**src/rtl/router_register_pkg.sv**
```systemverilog
// Shared constants for the router register slice: byte width and the
// reserved destination address that must never be latched as a header.
package router_register_pkg;
  localparam int          BYTE_W       = 8;
  localparam logic [1:0]  ADDR_INVALID = 2'b11;
endpackage

```
**src/rtl/router_register_if.sv**
```systemverilog
// Byte stream, FIFO status, FSM state strobes and register outputs bundled
// between the router FSM/source (master) and the register block (slave).
interface router_register_if;
  import router_register_pkg::*;

  logic              pkt_vld;
  logic [BYTE_W-1:0] din;
  logic              fifo_full;
  logic              rst_int_reg;
  logic              detect_addr;
  logic              ld_state;
  logic              laf_state;
  logic              lfd_state;
  logic              full_state;
  logic              parity_done;
  logic              low_pkt_valid;
  logic              err;
  logic [BYTE_W-1:0] d_out;

  modport master (
    output pkt_vld, din, fifo_full, rst_int_reg, detect_addr,
           ld_state, laf_state, lfd_state, full_state,
    input  parity_done, low_pkt_valid, err, d_out
  );

  modport slave (
    input  pkt_vld, din, fifo_full, rst_int_reg, detect_addr,
           ld_state, laf_state, lfd_state, full_state,
    output parity_done, low_pkt_valid, err, d_out
  );
endinterface

```
**src/rtl/router_register.sv**
```systemverilog
// Router register block: latches the header, buffers a byte while the FIFO is
// full, forwards bytes to the FIFO and checks the running XOR packet parity.
module router_register
  import router_register_pkg::*;
(
  input  logic               clk,
  input  logic               rstn,
  router_register_if.slave   bus
);

  logic [BYTE_W-1:0] header_d, header_q;
  logic [BYTE_W-1:0] full_byte_d, full_byte_q;
  logic [BYTE_W-1:0] d_out_d, d_out_q;
  logic [BYTE_W-1:0] int_parity_d, int_parity_q;
  logic [BYTE_W-1:0] pkt_parity_d, pkt_parity_q;
  logic              low_pkt_valid_d, low_pkt_valid_q;
  logic              parity_done_d, parity_done_q;
  logic              err_d, err_q;

  // A trailing parity byte that arrived into a full FIFO is recovered from
  // the full-byte buffer once loading resumes.
  logic laf_parity_s;
  assign laf_parity_s = bus.laf_state && low_pkt_valid_q && !parity_done_q;

  // Next-state for header, buffered byte and FIFO data output.
  always_comb begin
    header_d    = header_q;
    full_byte_d = full_byte_q;
    d_out_d     = d_out_q;

    if (bus.detect_addr && bus.pkt_vld && (bus.din[1:0] != ADDR_INVALID)) begin
      header_d = bus.din;
    end else begin
      header_d = header_q;
    end

    if (bus.ld_state && bus.fifo_full) begin
      full_byte_d = bus.din;
    end else begin
      full_byte_d = full_byte_q;
    end

    if (bus.lfd_state) begin
      d_out_d = header_q;
    end else if (bus.ld_state && !bus.fifo_full) begin
      d_out_d = bus.din;
    end else if (bus.laf_state) begin
      d_out_d = full_byte_q;
    end else begin
      d_out_d = d_out_q;
    end
  end

  // Next-state for status flags, parity accumulator, captured parity and error.
  always_comb begin
    low_pkt_valid_d = low_pkt_valid_q;
    parity_done_d   = parity_done_q;
    int_parity_d    = int_parity_q;
    pkt_parity_d    = pkt_parity_q;
    err_d           = err_q;

    if (bus.rst_int_reg) begin
      low_pkt_valid_d = 1'b0;
    end else if (bus.ld_state && !bus.pkt_vld) begin
      low_pkt_valid_d = 1'b1;
    end else begin
      low_pkt_valid_d = low_pkt_valid_q;
    end

    if (bus.detect_addr) begin
      parity_done_d = 1'b0;
    end else if ((bus.ld_state && !bus.fifo_full && !bus.pkt_vld) || laf_parity_s) begin
      parity_done_d = 1'b1;
    end else begin
      parity_done_d = parity_done_q;
    end

    if (bus.detect_addr) begin
      int_parity_d = {BYTE_W{1'b0}};
    end else if (bus.lfd_state && bus.pkt_vld) begin
      int_parity_d = int_parity_q ^ header_q;
    end else if (bus.ld_state && bus.pkt_vld && !bus.full_state) begin
      int_parity_d = int_parity_q ^ bus.din;
    end else begin
      int_parity_d = int_parity_q;
    end

    if (bus.ld_state && !bus.pkt_vld && !bus.fifo_full) begin
      pkt_parity_d = bus.din;
    end else if (laf_parity_s) begin
      pkt_parity_d = full_byte_q;
    end else begin
      pkt_parity_d = pkt_parity_q;
    end

    // Compared only after parity_done is registered, so err lags it by a cycle.
    if (bus.detect_addr) begin
      err_d = 1'b0;
    end else if (parity_done_q) begin
      err_d = (int_parity_q != pkt_parity_q);
    end else begin
      err_d = err_q;
    end
  end

  // State registers; reset clears every byte register and flag.
  always_ff @(posedge clk or negedge rstn) begin
    if (!rstn) begin
      header_q        <= {BYTE_W{1'b0}};
      full_byte_q     <= {BYTE_W{1'b0}};
      d_out_q         <= {BYTE_W{1'b0}};
      int_parity_q    <= {BYTE_W{1'b0}};
      pkt_parity_q    <= {BYTE_W{1'b0}};
      low_pkt_valid_q <= 1'b0;
      parity_done_q   <= 1'b0;
      err_q           <= 1'b0;
    end else begin
      header_q        <= header_d;
      full_byte_q     <= full_byte_d;
      d_out_q         <= d_out_d;
      int_parity_q    <= int_parity_d;
      pkt_parity_q    <= pkt_parity_d;
      low_pkt_valid_q <= low_pkt_valid_d;
      parity_done_q   <= parity_done_d;
      err_q           <= err_d;
    end
  end

  assign bus.d_out         = d_out_q;
  assign bus.parity_done   = parity_done_q;
  assign bus.low_pkt_valid = low_pkt_valid_q;
  assign bus.err           = err_q;

endmodule

```
**src/flat_wrapper.sv**
```systemverilog
// flat-port wrapper written by rule: the top's interface ports become plain ports
module router_register_flat import router_register_pkg::*;
  (clk, rstn, bus_pkt_vld, bus_din, bus_fifo_full, bus_rst_int_reg, bus_detect_addr, bus_ld_state, bus_laf_state, bus_lfd_state, bus_full_state, bus_parity_done, bus_low_pkt_valid, bus_err, bus_d_out);
  router_register_if bus_i ();
  input  logic clk;
  input  logic rstn;
  input wire logic [$bits(bus_i.pkt_vld)-1:0] bus_pkt_vld;
  input wire logic [$bits(bus_i.din)-1:0] bus_din;
  input wire logic [$bits(bus_i.fifo_full)-1:0] bus_fifo_full;
  input wire logic [$bits(bus_i.rst_int_reg)-1:0] bus_rst_int_reg;
  input wire logic [$bits(bus_i.detect_addr)-1:0] bus_detect_addr;
  input wire logic [$bits(bus_i.ld_state)-1:0] bus_ld_state;
  input wire logic [$bits(bus_i.laf_state)-1:0] bus_laf_state;
  input wire logic [$bits(bus_i.lfd_state)-1:0] bus_lfd_state;
  input wire logic [$bits(bus_i.full_state)-1:0] bus_full_state;
  output wire logic [$bits(bus_i.parity_done)-1:0] bus_parity_done;
  output wire logic [$bits(bus_i.low_pkt_valid)-1:0] bus_low_pkt_valid;
  output wire logic [$bits(bus_i.err)-1:0] bus_err;
  output wire logic [$bits(bus_i.d_out)-1:0] bus_d_out;
  assign bus_i.pkt_vld = bus_pkt_vld;
  assign bus_i.din = bus_din;
  assign bus_i.fifo_full = bus_fifo_full;
  assign bus_i.rst_int_reg = bus_rst_int_reg;
  assign bus_i.detect_addr = bus_detect_addr;
  assign bus_i.ld_state = bus_ld_state;
  assign bus_i.laf_state = bus_laf_state;
  assign bus_i.lfd_state = bus_lfd_state;
  assign bus_i.full_state = bus_full_state;
  assign bus_parity_done = bus_i.parity_done;
  assign bus_low_pkt_valid = bus_i.low_pkt_valid;
  assign bus_err = bus_i.err;
  assign bus_d_out = bus_i.d_out;
  router_register u_core (.clk(clk), .rstn(rstn), .bus(bus_i));
endmodule
```
**config.mk**
```make
export PLATFORM = sky130hd
export DESIGN_NAME = router_register_flat
export DESIGN_NICKNAME = d
export VERILOG_FILES = /design/src/rtl/router_register_pkg.sv /design/src/rtl/router_register_if.sv /design/src/rtl/router_register.sv /design/src/flat_wrapper.sv
export SDC_FILE = /design/constraint.sdc
export NUM_CORES = 1
export LEC_CHECK = 0
export CORE_ASPECT_RATIO = 0.8
export CORE_MARGIN = 2
export CORE_UTILIZATION = 54
export DETAILED_ROUTE_END_ITERATION = 7
export PLACE_DENSITY = 0.84
export SYNTH_ARGS = -nofsm -noshare
export SYNTH_HDL_FRONTEND = slang
export SYNTH_SLANG_ARGS = --single-unit
```
**constraint.sdc**
```tcl
create_clock -name clk -period 1.4 [get_ports clk]
set_clock_uncertainty 0.15 [all_clocks]
set_input_delay 0.28 -clock clk [delete_from_list [all_inputs] [get_ports clk]]
set_output_delay 0.28 -clock clk [all_outputs]
set_load 0.02 [all_outputs]
```
==> flow_summary.ini <==
[logic_synthesis]
yosysSeqAreaShare = 0.525
netlist_top_cells_count = dfrtp_1 (43), a21oi_1 (18), nand2_1 (18), mux2i_1 (17), o21ai_0 (17)
syn_area_um2 = 2050
syn_inst = 188
synth_top_area_frac = 0.525
yosysMostFrequentCell = dfrtp_1
synthFlopType = dfrtp_1
syn_nets = 206
yosys_warnings = 0
synth.top_cells.by_area = dfrtp_1 (53%), mux2i_1 (8.3%), mux2_2 (7.7%)
yosysTopAreaCell = dfrtp_1
async_reset_ff_frac = 1.00
ys_ff_latch = 43
synth_edf_count = 0
synth_area_per_cell_um2 = 10.9
synth_cell_types = 27

[finish]
area_delta_synth_final_pct = 33.5
layout.nets = 264
fill_cells = 203
fin_area_um2 = 2730
drive_above_1_share = 0.340
insertedDiodeCount = 0

[global_routing]
antenna_found_initial = 0
globalRoute.totalOverflow = 0
grt_max_degree = 30
grt_pass1_vias = 1742
grt_pass1_wl_um = 8790
grt_use_total = 0.276

[setup_path]
required_ns = 1.43
r2r_cells = 5
worst_path_max_delay_cell = dfrtp_1
critical_path.top_delay_family = flip-flops
worstPathMaxFanout = 5
critPathMostFrequentCell = buf_6
cp_data_arrival_time_ns = 1.51
cp.depth = 5
path_class = register to register
crit_chain = buf_6 -> nand3b_1 -> buf_6 -> mux2i_2 -> o21ai_1
max_stage_delay_ns = 0.40
start_kind = register
path_buf_inv = 2
end_kind = register

[die]
die_y_um = 59.1
initial_core_util = 0.578
core_um2 = 3540
rows = 19
die_w_um = 72.9
io_pins = 29
die_area_um2 = 4300

[timing]
fin_crit_sh = 1.05
whs_ns = 0.176
rsz0062_at_grt = true
slew_headroom = 0.745
finalWorstPathRequiredPeriod_ns = 1.47
setup_viol = 4
final_max_slew_viol_count = 0
fin_ws_ns = -0.0743
tightest_slew_ns = 0.382
finalHoldViolCount = 0
fmax_mhz = 678

[power]
ir_drop_uv = 950
cellPowerDensity_nw_per_um2 = 1150
power.leakage_nw = 1.27

[placement]
hpwlAfterDp_um = 3580
gp_congestion = 0.816
placed_area_um2 = 2570
portBuffers = 28

[clocking]
cts_buffers = 5
max-clock-path-buffers = 2
cts.sinks = 43
root_buffer = clkbuf_8
cts_tree = yes
htree_levels = 2
clk_pin_slew_worst_paths_ns = 0.09
insertion_delay_ns = 0.31

[routing]
wl_per_cell_um = 19.1
vias = 1771
via_per_inst = 6.13
drc = 0
drtAntennaViolNets = 0
wl_um = 5510
drtIter0Drc = 111
dr.pass1.iters = 5

[worst_hold_path]
hold_class = input pin to register
worstHoldPathCells = 3

[run_status]
violations = setup timing
status = finished with violations

[flow_run]
drv_cap = 0
==> routing by layer <==
layer  GRT usage  up-vias  part of all wire
li1            -      797                 -
met1       0.377      885              0.42
met2       0.452       80              0.49
met3      0.0527        9             0.070
met4      0.0847        0             0.016
met5           0        -                 0
==> what timing repair did <==
action,4_1_cts,5_1_grt
buffers inserted,1,0
endpoints found under the setup margin,42,26
hold buffers,1,0
pin swaps,4,4
endpoints found under the hold margin,14,0
gates cloned,2,0
resized for setup,55,24
==> worst register-to-register path: cells and delay by family (launching register included) <==
kind	cells	cell delay (ns)
DFF	1	0.40
AOI/OAI and AO/OA	1	0.11
and+or+nand+nor	1	0.18
muxes	1	0.22
buffers and inverters	2	0.30
==> stage by stage <==
step	setup slack [ns]	setup TNS (ns)	utilization	std cells	total power, mW
4_1_cts	-0.0110	-0.0110	0.773	289	3.12
5_1_grt	-0.124	-0.496	0.772	289	3.28
3_3_place_gp	-0.520	-15.88	0.725	277	2.29
6_report	-0.0743	-0.108	0.772	289	3.14
2_1_floorplan	0.0247	0	-	188	1.96
3_5_place_dp	-0.599	-17.21	0.725	277	2.32
==> registers in the layout (all words and copies together) (netlist names) <==
register and flops:
u_core.bus.low_pkt_valid 1, u_core.int_parity_q 8, u_core.header_q 8, u_core.pkt_parity_q 8, u_core.bus.parity_done 1, u_core.full_byte_q 8
u_core.bus.d_out 8, u_core.bus.err 1
==> final timing paths <==
path,slack [ns],endpoint,startpoint
worst max register to register,-0.07,u_core.pkt_parity_q[7]$_DFFE_PN0P_,u_core.bus.parity_done$_DFFE_PN0P_
worst max-delay path,-0.07,u_core.pkt_parity_q[7]$_DFFE_PN0P_,u_core.bus.parity_done$_DFFE_PN0P_
worst min-delay path,0.18,u_core.pkt_parity_q[2]$_DFFE_PN0P_,bus_din[2]
min in group asynchronous,0.27,u_core.bus.d_out[3]$_DFFE_PN0P_,rstn
max in group asynchronous,0.36,u_core.pkt_parity_q[0]$_DFFE_PN0P_,rstn
worst min register to register,0.37,u_core.bus.d_out[3]$_DFFE_PN0P_,u_core.bus.d_out[3]$_DFFE_PN0P_
==> kinds of logic after synthesis <==
| group | count (synthesis) | share of synthesized area |
|---|---|---|
| and+or+nand+nor | 52 | 0.129 |
| AOI/OAI and AO/OA | 45 | 0.132 |
| DFF | 43 | 0.525 |
| muxes | 31 | 0.160 |
| buffers and inverters | 9 | 0.0195 |
| xor gates and xnor gates | 8 | 0.0342 |
==> cell type report <==
type | count | area (µm²) | share of cell area
Sequential cell | 43 | 1080 | 0.394
Inverter | 1 | 3.75 | 0.00137
Timing Repair Buffer | 58 | 500 | 0.183
Clock inverter | 3 | 20.0 | 0.00732
Tap cell | 42 | 52.6 | 0.0192
Clock buffer | 5 | 68.8 | 0.0252
Multi-Input combinational cell | 137 | 1010 | 0.370
==> cell usage in the layout (no fill, tap or decap), types with 3 or more instances in the layout <==
master           count
dfrtp_1             43
buf_4               23
nand2_1             18
a21oi_1             16
o21ai_0             15
mux2_2              14
mux2i_1             12
nor2_1              10
buf_2               10
or3_1                7
nand3_1              7
a221o_1              7
clkdlybuf4s50_1      7
mux2i_2              5
xnor2_1              5
clkbuf_8             5
clkdlybuf4s15_2      4
xor2_1               3
dlygate4sd2_1        3
dlymetal6s2s_1       3
buf_6                3
==> where the power goes <==
part / leakage [nW] / total, mW / switching, mW / internal (mW)
clock network: 0.0402 / 0.793 / 0.446 / 0.347
logic: 0.693 / 0.756 / 0.378 / 0.378
registers: 0.533 / 1.59 / 0.161 / 1.43
No activity file was read; power rests on OpenSTA's default activity.
